## config.mk

```make
export PLATFORM = sky130hd
export DESIGN_NAME = bb_bus_rr_flat
export DESIGN_NICKNAME = d
export VERILOG_FILES = /design/src/rtl/bb_pkg.sv /design/src/rtl/bb_bus_rr_if.sv /design/src/rtl/bb_rr_arbiter.sv /design/src/rtl/bb_bus_rr.sv /design/src/flat_wrapper.sv
export SDC_FILE = /design/constraint.sdc
export NUM_CORES = 1
export LEC_CHECK = 0
export ABC_AREA = 1
export CAP_MARGIN = 20
export CORE_AREA = 2 2 166 168
export DETAILED_ROUTE_END_ITERATION = 6
export DIE_AREA = 0 0 168 170
export PLACE_DENSITY = 0.67
export SLEW_MARGIN = 20
export SYNTH_ARGS = -nofsm -noshare
export SYNTH_HDL_FRONTEND = slang
export SYNTH_SLANG_ARGS = --single-unit
```

## constraint.sdc

```tcl
create_clock -name clk_i -period 3.65 [get_ports clk_i]
set_clock_uncertainty 0.1 [all_clocks]
set_input_delay 0.73 -clock clk_i [delete_from_list [all_inputs] [get_ports clk_i]]
set_output_delay 0.73 -clock clk_i [all_outputs]
set_load 0.005 [all_outputs]
```

## src/rtl/bb_pkg.sv

```systemverilog
// rtl/bb_pkg.sv - shared types and helpers for the Blackbone round-robin bus
package bb_pkg;

  localparam int MAX_AW = 64;

  typedef enum logic [1:0] {
    IDLE,
    ACCESS,
    RESP,
    HOLD
  } state_e;

  // A disabled slave never matches, whatever its mask/base say.
  function automatic logic range_match(input logic [MAX_AW-1:0] addr,
                                       input logic [MAX_AW-1:0] mask,
                                       input logic [MAX_AW-1:0] base,
                                       input logic              en);
    return en && ((addr & mask) == base);
  endfunction

endpackage

```

## src/rtl/bb_bus_rr_if.sv

```systemverilog
// rtl/bb_bus_rr_if.sv - master/slave side signal bundle of the Blackbone bus
interface bb_bus_rr_if #(
  parameter int MASTERS    = 2,
  parameter int SLAVES     = 2,
  parameter int DATA_WIDTH = 32,
  parameter int ADDR_WIDTH = 32
);
  logic [MASTERS-1:0][ADDR_WIDTH-1:0] m_addr_i;
  logic [MASTERS-1:0][DATA_WIDTH-1:0] m_din_i;
  logic [MASTERS-1:0]                 m_en_i;
  logic [MASTERS-1:0]                 m_we_i;
  logic [MASTERS-1:0][DATA_WIDTH-1:0] m_dout_o;
  logic [MASTERS-1:0]                 m_ack_o;
  logic [MASTERS-1:0]                 m_err_o;
  logic [SLAVES-1:0][ADDR_WIDTH-1:0]  s_addr_o;
  logic [SLAVES-1:0][DATA_WIDTH-1:0]  s_din_o;
  logic [SLAVES-1:0]                  s_en_o;
  logic [SLAVES-1:0]                  s_we_o;
  logic [SLAVES-1:0][DATA_WIDTH-1:0]  s_dout_i;
  logic [ADDR_WIDTH-1:0]              snoop_adr_o;
  logic                               snoop_en_o;
  logic                               bus_hold;
  logic                               bus_hold_ack;

  // Interconnect view.
  modport slave (
    input  m_addr_i, m_din_i, m_en_i, m_we_i, s_dout_i, bus_hold,
    output m_dout_o, m_ack_o, m_err_o, s_addr_o, s_din_o, s_en_o, s_we_o,
           snoop_adr_o, snoop_en_o, bus_hold_ack
  );

  // Environment view: masters, slaves and the hold requester.
  modport master (
    output m_addr_i, m_din_i, m_en_i, m_we_i, s_dout_i, bus_hold,
    input  m_dout_o, m_ack_o, m_err_o, s_addr_o, s_din_o, s_en_o, s_we_o,
           snoop_adr_o, snoop_en_o, bus_hold_ack
  );
endinterface

```

## src/rtl/bb_rr_arbiter.sv

```systemverilog
// rtl/bb_rr_arbiter.sv - round-robin arbiter, search starts after the last grant
module bb_rr_arbiter #(
  parameter int N = 2
) (
  input  logic                               clk_i,
  input  logic                               rst_i,
  input  logic [N-1:0]                       req_i,
  input  logic                               advance_i,
  output logic [N-1:0]                       grant_onehot_o,
  output logic [(N > 1 ? $clog2(N) : 1)-1:0] grant_idx_o,
  output logic                               valid_o
);
  localparam int IW = (N > 1) ? $clog2(N) : 1;

  logic [IW-1:0] last_q;
  logic [IW-1:0] idx;
  logic          found;
  logic [IW:0]   cand;

  // cand never exceeds 2N-1, so one extra bit holds the unreduced sum.
  always_comb begin
    found = 1'b0;
    idx   = '0;
    cand  = '0;
    for (int k = 1; k <= N; k++) begin
      cand = {1'b0, last_q} + (IW+1)'(k);
      if (cand >= (IW+1)'(N)) cand = cand - (IW+1)'(N);
      if (!found && req_i[cand[IW-1:0]]) begin
        found = 1'b1;
        idx   = cand[IW-1:0];
      end
    end
  end

  assign valid_o        = found;
  assign grant_idx_o    = idx;
  assign grant_onehot_o = found ? (N'(1) << idx) : '0;

  always_ff @(posedge clk_i) begin
    if (rst_i) last_q <= IW'(N-1);
    else if (advance_i && found) last_q <= idx;
  end
endmodule

```

## src/rtl/bb_bus_rr.sv

```systemverilog
// rtl/bb_bus_rr.sv - pipelined Blackbone interconnect: RR arbitration, range
// decode, decode-miss error, write snoop and bus-hold handshake
module bb_bus_rr
  import bb_pkg::*;
#(
  parameter int                               MASTERS      = 2,
  parameter int                               SLAVES       = 2,
  parameter int                               DATA_WIDTH   = 32,
  parameter int                               ADDR_WIDTH   = 32,
  parameter logic [SLAVES-1:0]                S_ENABLE     = '1,
  parameter logic [SLAVES-1:0][ADDR_WIDTH-1:0] S_RANGE_MASK = '0,
  parameter logic [SLAVES-1:0][ADDR_WIDTH-1:0] S_RANGE_BASE = '0
) (
  input logic         clk_i,
  input logic         rst_i,
  bb_bus_rr_if.slave  bus
);
  localparam int MW = (MASTERS > 1) ? $clog2(MASTERS) : 1;
  localparam int SW = (SLAVES > 1) ? $clog2(SLAVES) : 1;

  state_e                             state_q, state_d;
  logic [MW-1:0]                      grant_q, grant_d;
  logic [MASTERS-1:0]                 gnt_oh_q, gnt_oh_d;
  logic [ADDR_WIDTH-1:0]              addr_q, addr_d;
  logic [DATA_WIDTH-1:0]              din_q, din_d;
  logic                               we_q, we_d;
  logic [SW-1:0]                      sel_q, sel_d;
  logic                               hit_q, hit_d;
  logic [SLAVES-1:0]                  s_en_q, s_en_d;
  logic [MASTERS-1:0][DATA_WIDTH-1:0] dout_q, dout_d;

  logic [MASTERS-1:0] arb_req, arb_oh;
  logic [MW-1:0]      arb_idx;
  logic               arb_valid, arb_adv;
  logic               dec_hit;
  logic [SW-1:0]      dec_sel;
  logic [DATA_WIDTH-1:0] resp_data;
  logic               take;
  logic               snoop_en;

  // In RESP the master just served is excluded from the next search.
  assign arb_req = (state_q == RESP) ? (bus.m_en_i & ~gnt_oh_q) : bus.m_en_i;

  bb_rr_arbiter #(.N(MASTERS)) u_arb (
    .clk_i          (clk_i),
    .rst_i          (rst_i),
    .req_i          (arb_req),
    .advance_i      (arb_adv),
    .grant_onehot_o (arb_oh),
    .grant_idx_o    (arb_idx),
    .valid_o        (arb_valid)
  );

  // Descending scan so the lowest matching index is the one left standing.
  always_comb begin
    dec_hit = 1'b0;
    dec_sel = '0;
    for (int i = SLAVES-1; i >= 0; i--) begin
      if (range_match(MAX_AW'(bus.m_addr_i[arb_idx]), MAX_AW'(S_RANGE_MASK[i]),
                      MAX_AW'(S_RANGE_BASE[i]), S_ENABLE[i])) begin
        dec_hit = 1'b1;
        dec_sel = SW'(i);
      end
    end
  end

  assign resp_data = hit_q ? bus.s_dout_i[sel_q] : '0;

  always_comb begin
    state_d  = state_q;
    grant_d  = grant_q;
    gnt_oh_d = gnt_oh_q;
    addr_d   = addr_q;
    din_d    = din_q;
    we_d     = we_q;
    sel_d    = sel_q;
    hit_d    = hit_q;
    s_en_d   = '0;
    dout_d   = dout_q;
    take     = 1'b0;
    case (state_q)
      IDLE: begin
        if (bus.bus_hold) state_d = HOLD;
        else if (arb_valid) take = 1'b1;
      end
      ACCESS: state_d = RESP;
      RESP: begin
        dout_d[grant_q] = resp_data;
        if (bus.bus_hold) state_d = HOLD;
        else if (arb_valid) take = 1'b1;
        else state_d = IDLE;
      end
      HOLD: begin
        if (!bus.bus_hold) state_d = IDLE;
      end
      default: state_d = IDLE;
    endcase
    if (take) begin
      state_d  = ACCESS;
      grant_d  = arb_idx;
      gnt_oh_d = arb_oh;
      addr_d   = bus.m_addr_i[arb_idx];
      din_d    = bus.m_din_i[arb_idx];
      we_d     = bus.m_we_i[arb_idx];
      sel_d    = dec_sel;
      hit_d    = dec_hit;
      s_en_d   = dec_hit ? (SLAVES'(1) << dec_sel) : '0;
    end
    arb_adv = take;
  end

  always_ff @(posedge clk_i) begin
    if (rst_i) begin
      state_q  <= IDLE;
      grant_q  <= '0;
      gnt_oh_q <= '0;
      addr_q   <= '0;
      din_q    <= '0;
      we_q     <= 1'b0;
      sel_q    <= '0;
      hit_q    <= 1'b0;
      s_en_q   <= '0;
      dout_q   <= '0;
    end else begin
      state_q  <= state_d;
      grant_q  <= grant_d;
      gnt_oh_q <= gnt_oh_d;
      addr_q   <= addr_d;
      din_q    <= din_d;
      we_q     <= we_d;
      sel_q    <= sel_d;
      hit_q    <= hit_d;
      s_en_q   <= s_en_d;
      dout_q   <= dout_d;
    end
  end

  // Read data is shown live in RESP and held in dout_q afterwards.
  always_comb begin
    bus.m_dout_o = dout_q;
    if (state_q == RESP) bus.m_dout_o[grant_q] = resp_data;
  end

  assign snoop_en         = (state_q == RESP) && hit_q && we_q;
  assign bus.m_ack_o      = (state_q == RESP && hit_q) ? gnt_oh_q : '0;
  assign bus.m_err_o      = (state_q == RESP && !hit_q) ? gnt_oh_q : '0;
  assign bus.s_addr_o     = {SLAVES{addr_q}};
  assign bus.s_din_o      = {SLAVES{din_q}};
  assign bus.s_we_o       = {SLAVES{we_q}};
  assign bus.s_en_o       = s_en_q;
  assign bus.snoop_en_o   = snoop_en;
  assign bus.snoop_adr_o  = snoop_en ? addr_q : '0;
  assign bus.bus_hold_ack = (state_q == HOLD);
endmodule

```

## src/flat_wrapper.sv

```systemverilog
// flat-port wrapper written by rule: the top's interface ports become plain ports
module bb_bus_rr_flat import bb_pkg::*;
#(
  parameter int                               MASTERS      = 2,
  parameter int                               SLAVES       = 2,
  parameter int                               DATA_WIDTH   = 32,
  parameter int                               ADDR_WIDTH   = 32,
  parameter logic [SLAVES-1:0]                S_ENABLE     = '1,
  parameter logic [SLAVES-1:0][ADDR_WIDTH-1:0] S_RANGE_MASK = '0,
  parameter logic [SLAVES-1:0][ADDR_WIDTH-1:0] S_RANGE_BASE = '0
)
  (clk_i, rst_i, bus_m_addr_i, bus_m_din_i, bus_m_en_i, bus_m_we_i, bus_s_dout_i, bus_bus_hold, bus_m_dout_o, bus_m_ack_o, bus_m_err_o, bus_s_addr_o, bus_s_din_o, bus_s_en_o, bus_s_we_o, bus_snoop_adr_o, bus_snoop_en_o, bus_bus_hold_ack);
  bb_bus_rr_if #(.MASTERS(MASTERS), .SLAVES(SLAVES), .DATA_WIDTH(DATA_WIDTH), .ADDR_WIDTH(ADDR_WIDTH)) bus_i ();
  input logic clk_i;
  input logic rst_i;
  input wire logic [$bits(bus_i.m_addr_i)-1:0] bus_m_addr_i;
  input wire logic [$bits(bus_i.m_din_i)-1:0] bus_m_din_i;
  input wire logic [$bits(bus_i.m_en_i)-1:0] bus_m_en_i;
  input wire logic [$bits(bus_i.m_we_i)-1:0] bus_m_we_i;
  input wire logic [$bits(bus_i.s_dout_i)-1:0] bus_s_dout_i;
  input wire logic [$bits(bus_i.bus_hold)-1:0] bus_bus_hold;
  output wire logic [$bits(bus_i.m_dout_o)-1:0] bus_m_dout_o;
  output wire logic [$bits(bus_i.m_ack_o)-1:0] bus_m_ack_o;
  output wire logic [$bits(bus_i.m_err_o)-1:0] bus_m_err_o;
  output wire logic [$bits(bus_i.s_addr_o)-1:0] bus_s_addr_o;
  output wire logic [$bits(bus_i.s_din_o)-1:0] bus_s_din_o;
  output wire logic [$bits(bus_i.s_en_o)-1:0] bus_s_en_o;
  output wire logic [$bits(bus_i.s_we_o)-1:0] bus_s_we_o;
  output wire logic [$bits(bus_i.snoop_adr_o)-1:0] bus_snoop_adr_o;
  output wire logic [$bits(bus_i.snoop_en_o)-1:0] bus_snoop_en_o;
  output wire logic [$bits(bus_i.bus_hold_ack)-1:0] bus_bus_hold_ack;
  assign bus_i.m_addr_i = bus_m_addr_i;
  assign bus_i.m_din_i = bus_m_din_i;
  assign bus_i.m_en_i = bus_m_en_i;
  assign bus_i.m_we_i = bus_m_we_i;
  assign bus_i.s_dout_i = bus_s_dout_i;
  assign bus_i.bus_hold = bus_bus_hold;
  assign bus_m_dout_o = bus_i.m_dout_o;
  assign bus_m_ack_o = bus_i.m_ack_o;
  assign bus_m_err_o = bus_i.m_err_o;
  assign bus_s_addr_o = bus_i.s_addr_o;
  assign bus_s_din_o = bus_i.s_din_o;
  assign bus_s_en_o = bus_i.s_en_o;
  assign bus_s_we_o = bus_i.s_we_o;
  assign bus_snoop_adr_o = bus_i.snoop_adr_o;
  assign bus_snoop_en_o = bus_i.snoop_en_o;
  assign bus_bus_hold_ack = bus_i.bus_hold_ack;
  bb_bus_rr #(.MASTERS(MASTERS), .SLAVES(SLAVES), .DATA_WIDTH(DATA_WIDTH), .ADDR_WIDTH(ADDR_WIDTH), .S_ENABLE(S_ENABLE), .S_RANGE_MASK(S_RANGE_MASK), .S_RANGE_BASE(S_RANGE_BASE)) u_core (.clk_i(clk_i), .rst_i(rst_i), .bus(bus_i));
endmodule
```

---- Word level (Yosys, flattened, before mapping) ----
Cells that the tools add are included.
operators by class
  add/sub/neg operators ................... 4
  order comparisons ....................... 7
  eq/ne operators ......................... 9
  shift operators ......................... 1
  mux-type cells .......................... 36
  bitwise operators ....................... 2
  reduce and logical (&&, ||, !) cells .... 13
operators with widths
  operator                                                                      number
  32-bit two-way mux                                                            7
  64-bit bitwise mux                                                            1
  64-bit two-way mux                                                            1
  32-bit demux with 1-bit select                                                1
  1-bit two-way mux                                                             17
  2-bit two-way mux                                                             8
  1-bit by 2-bit less-than comparator with 1-bit output, second input constant  4
  2-bit case mux with 4 select lines                                            1
  1-bit logical AND                                                             6
  3-bit inequality test, second input constant                                  2
  3-bit AND reduction                                                           2
  2-bit == test, second input constant                                          2
  2-bit >= comparator, second input constant                                    2
  2-bit inequality test, second input constant                                  2
  4-bit inequality test, second input constant                                  1
  2-bit OR reduction                                                            2
  3-bit by 2-bit inequality test with 1-bit output, second input constant       1
  1-bit by 1-bit adder with 2-bit output, second input constant                 1
  1-bit by 2-bit adder with 2-bit output, second input constant                 1
  2-bit AND                                                                     1
  2-bit by 1-bit == test with 1-bit output, second input constant               1
  1-bit logical NOT                                                             2
  2-bit logical NOT                                                             1
  2-bit inverter                                                                1
  other kinds (3)                                                               4
word-level totals
  register bits ........................... 138
  input port bits ......................... 199
  output and inout bits ................... 234

---- Logic depth before layout (Yosys ltp) ----
Gate-level depths: netlist of run 1.
  depth in word-level cells ............... 14
  mapped depth ............................ 11
  mapped depth without buffers ............ 9

---- Modules after synthesis ----
From an unflattened synthesis of run 1, not the netlist that was laid out.
unflattened totals
  cell total of the unflattened synthesis .. 1203
  area total of the unflattened synthesis .. 7263.2 sq um
modules (own cells, without submodules)
  module         instances  cells an instance  area an instance (sq um)
  bb_bus_rr      1          1190               7183.1
  bb_rr_arbiter  1          13                 80.1

---- Worst setup path after synthesis of run 1 ----
Ideal clock, no wire load.
  path type ............................... register to output
  start point ............................. register u_core.state_q[0]
  end point ............................... output port bus_m_dout_o[31]
  arrival ................................. 1.190 ns
  data required time ...................... 2.820 ns
  setup slack ............................. 1.630 ns
  stages on the path, launching flop included .. 8
  path through ............................ dfxtp_1 -> inv_2 -> nand2_1 -> nor2_4 -> clkbuf_1 -> or2_2 -> inv_1 -> a21oi_1
on the way
  cells in the longest elaborated chain, start to end .. 2
RTL lines
  element                   RTL line            RTL
  start: declaration        bb_bus_rr.sv:21     state_e state_q, state_d;
  start signal: assignment  bb_bus_rr.sv:125    state_q <= state_d;
  2-bit == test             bb_bus_rr.sv:141    if (state_q == RESP) bus.m_dout_o[grant_q] = resp_data;
  64-bit two-way mux        n/a
  end: declaration          flat_wrapper.sv:22  output wire logic [$bits(bus_i.m_dout_o)-1:0] bus_m_dout_o;
Every way passes these cells.

---- Worst setup path after layout of run 1 ----
  start point ............................. register u_core.state_q[0]
  end point ............................... output port bus_m_dout_o[52]
Same word-level chain as after synthesis.

==> results of run 1 <==
[cells in the mapped netlist]
library cell  instances  area (µm²)
nand2_1             305        1145
dfxtp_1             137        2743
nand3_1             136       680.7
inv_1               104       390.4
buf_4                69       518.0
a21oi_1              67       335.3
a211oi_1             62       465.5
or2_2                56       350.3
nor2_1               37       138.9
buf_2                35       175.2
clkbuf_1             30       112.6
buf_6                 8       90.09
or2_1                 8       50.05
inv_2                 3       11.26
a211oi_2              2       25.02
nor2_4                2       22.52
o21ai_0               2       10.01
o21ai_1               2       10.01
buf_1                 1       3.750
clkinv_1              1       3.750
conb_1                1       3.750
nand2_2               1       6.260
nand3_2               1       10.01
nand4_2               1       12.51
[worst paths after layout]
| kind | startpoint | endpoint | slack (ps) |
|---|---|---|---|
| min | u_core.gnt_oh_q[1] | u_core.gnt_oh_q[1] | 380 |
| max reg2reg | u_core.state_q[0] | u_core.din_q[12] | 1630 |
| min reg2reg | u_core.gnt_oh_q[1] | u_core.gnt_oh_q[1] | 380 |
| max | u_core.state_q[0] | bus_m_dout_o[52] | 210 |
[layer usage]
layer  part of all wire [%]  global-route usage, %
met1                     41                  20.81
met2                     49                  29.61
met3                    7.6                  4.977
met4                    2.0                  6.427
met5                  0.050                      0
[cell type report]
cell class	instances	area share, %
Antenna cell	2	0.04283
Clock buffer	20	3.823
Clock inverter	12	1.403
Inverter	108	3.469
Multi-Input combinational cell	683	28.01
Sequential cell	137	23.47
Tap cell	341	3.651
Timing Repair Buffer	420	36.13
[report_power, final]
group          internal [W]  switching (W)
logic              0.000594       0.000475
clock network       0.00110       0.000692
registers           0.00159      0.0000712
[worst register-to-register path: stages (launching register included)]
cell,delay [ps]
dfxtp_1,310
inv_2,120
nand3_1,180
nand3_2,130
buf_4,560
nand3_1,280
nand2_1,140
nand2_1,60
nand2_1,90
[cells in the final DEF (no fill, tap or decap), types with 3 or more instances in the layout]
cell / instances
clkinvlp_4: 4
clkbuf_16: 17
nor2_1: 37
dfxtp_1: 137
inv_2: 4
inv_6: 4
inv_1: 104
or2_2: 56
clkdlybuf4s50_1: 398
buf_12: 6
or2_1: 8
buf_4: 15
a21oi_1: 67
bufinv_16: 3
nand3_1: 135
a211oi_1: 62
nand2_1: 304
[cells by family after synthesis]
group,after synthesis
other,1
and+or+nand+nor,547
buffers and inverters,251
DFF,137
AOI/OAI and AO/OA,135
[through the flow]
stage / setup WS (ps) / utilization (%)
after floorplan: 1630 / -
after global placement: 611.4 / 41.54
after detailed placement: 574.7 / 41.54
after CTS: 119.7 / 43.83
after global routing: -0.2092 / 43.85
final: 205.8 / 43.85
[registers in the layout (all words and copies together) (netlist names)]
signal               cells
u_core.state_q           2
u_core.we_q              1
u_core.gnt_oh_q          2
u_core.hit_q             1
u_core.dout_q           64
u_core.grant_q           1
u_core.din_q            32
u_core.addr_q           32
u_core.u_arb.last_q      1
u_core.bus.s_en_o        1
==> reports/qor.txt, run 1 <==
Status - completed
Port Buffers - 399
Final global-route overflow total - 0
Cell count along the critical path - 8
Critical Path Max Stage Delay - 520 ps
Final nets - 1566
Final setup vio count - 0
Vias - 7608
Hold Vio Cnt, Final - 0
TritonCTS clock tree - done
Largest net degree at the start of global routing - 71
Clk root buf - clkbuf_16
CP delay by family, top - buffers and inverters
Clk pin slew, worst setup/hold paths - 50 ps
Final Cell Area - 0.01169 mm²
Kind of start point of the critical path - flop
Starting DRT DRC Count - 427
Crit path required time - 2820 ps
Flops & latches, synth - 137
Total track usage - 17.37%
Cell count after placement - 1689
Final period utilization - 94.36%
GP Congestion - 0.7972
Rows - 60
Core ar. - 0.02665 mm²
Worst Path Max Fanout - 20
Register area share after synthesis - 37.50%
Final setup TNS - 0 ps
Slew Limit Fails - 0
Final WL - 25.80 mm
Clock Sink Count - 137
Hold Path Stages - 2
Post-DP Area - 0.01107 mm²
Synth warn - 0
DRT antenna net count - 0
First-pass GRT wire length - 39.19 mm
Leakage Power - 5.020 nW
Die Span Y - 170 µm
DRC Markers - 0
Starting Density - 27.44%
Hold Path Class - flop to flop
CP Capture Type - output pin
Post-synthesis compound-gate area fraction - 11.57%
FF-to-FF path depth - 8
Worst-Margin Slew - 813.5 ps
Critical path data arrival time - 2610 ps
Adder-cell share of the synthesized area - 0%
Clk buf depth - 2
Post-synthesis cell area - 0.007313 mm²
P per Cell Area - 387.4 mW/mm²
Tmin final - 3444 ps
Synth Area in XOR/XNOR - 0%
H-Tree Depth - 4
Worst rel slew slack - 45.77%
Area taken by multi-input logic gates - 0.003273 mm²
Fillers - 2752
Synth unique cells - 24
FF+latch area - 0.002743 mm²
Die width - 168 µm
Die Footprint - 0.02856 mm²
Ratio of cells with drive above 1 in the final layout - 8.768%
Routed len/inst - 14.98 µm
Fin cells - 1723
Critical path type - flop to output pin
Slowest cell on the critical path - nor2_4
Post-DR vias/cell - 4.416
Setup Fix Bufs, Post-CTS - 0
Worst-path cell chain - inv_2 -> nand2_1 -> nor2_4 -> buf_4 -> or2_2 -> inv_1 -> a21oi_1 -> clkdlybuf4s50_1
Main combinational cell family by area after synthesis - simple AND/OR/NAND/NOR gates
Unrepaired setup endpoints after global routing - true
Worst vdd ir - 0.2655 mV
Vias in the first global route - 7193
Critical path buffers and inverters - 4
CTS resizes - 0
Antenna violations before repair - 3
Worst hold slack - 378.9 ps
Post-DP HPWL - 18.48 mm
Mapped Nets - 1270
Pre-antenna DRT Iters - 5
# IOs - 433
Post-Synthesis Cells - 1071
Pwr Total - 0.004527 W
Worst skew pair latency - 410 ps
Area Growth Syn to Fin - 59.78%
CTS buffer count - 17
Synth Area per Inst - 6.828 µm²
Fmax achieved - 290.3 MHz
Synth Area in Simple Gates - 33.04%
Max-cap violations - 0
Mux contribution to synthesized area - 0%
CTS Hold Buffers Added - 0
No activity file was read; power rests on OpenSTA's default activity.
==> run 2, diff against run 1 <==
Settings changed: SKIP_CTS_REPAIR_TIMING set to 1.
==> results of run 2 <==
Same layout as run 1: the final DEF is identical, and so are final timing and power.
==> run 3, diff against run 2 <==
Settings changed: CTS_CLUSTER_SIZE set to 14.
==> results of run 3 <==
Same layout as run 1: the final DEF is identical, and so are final timing and power.
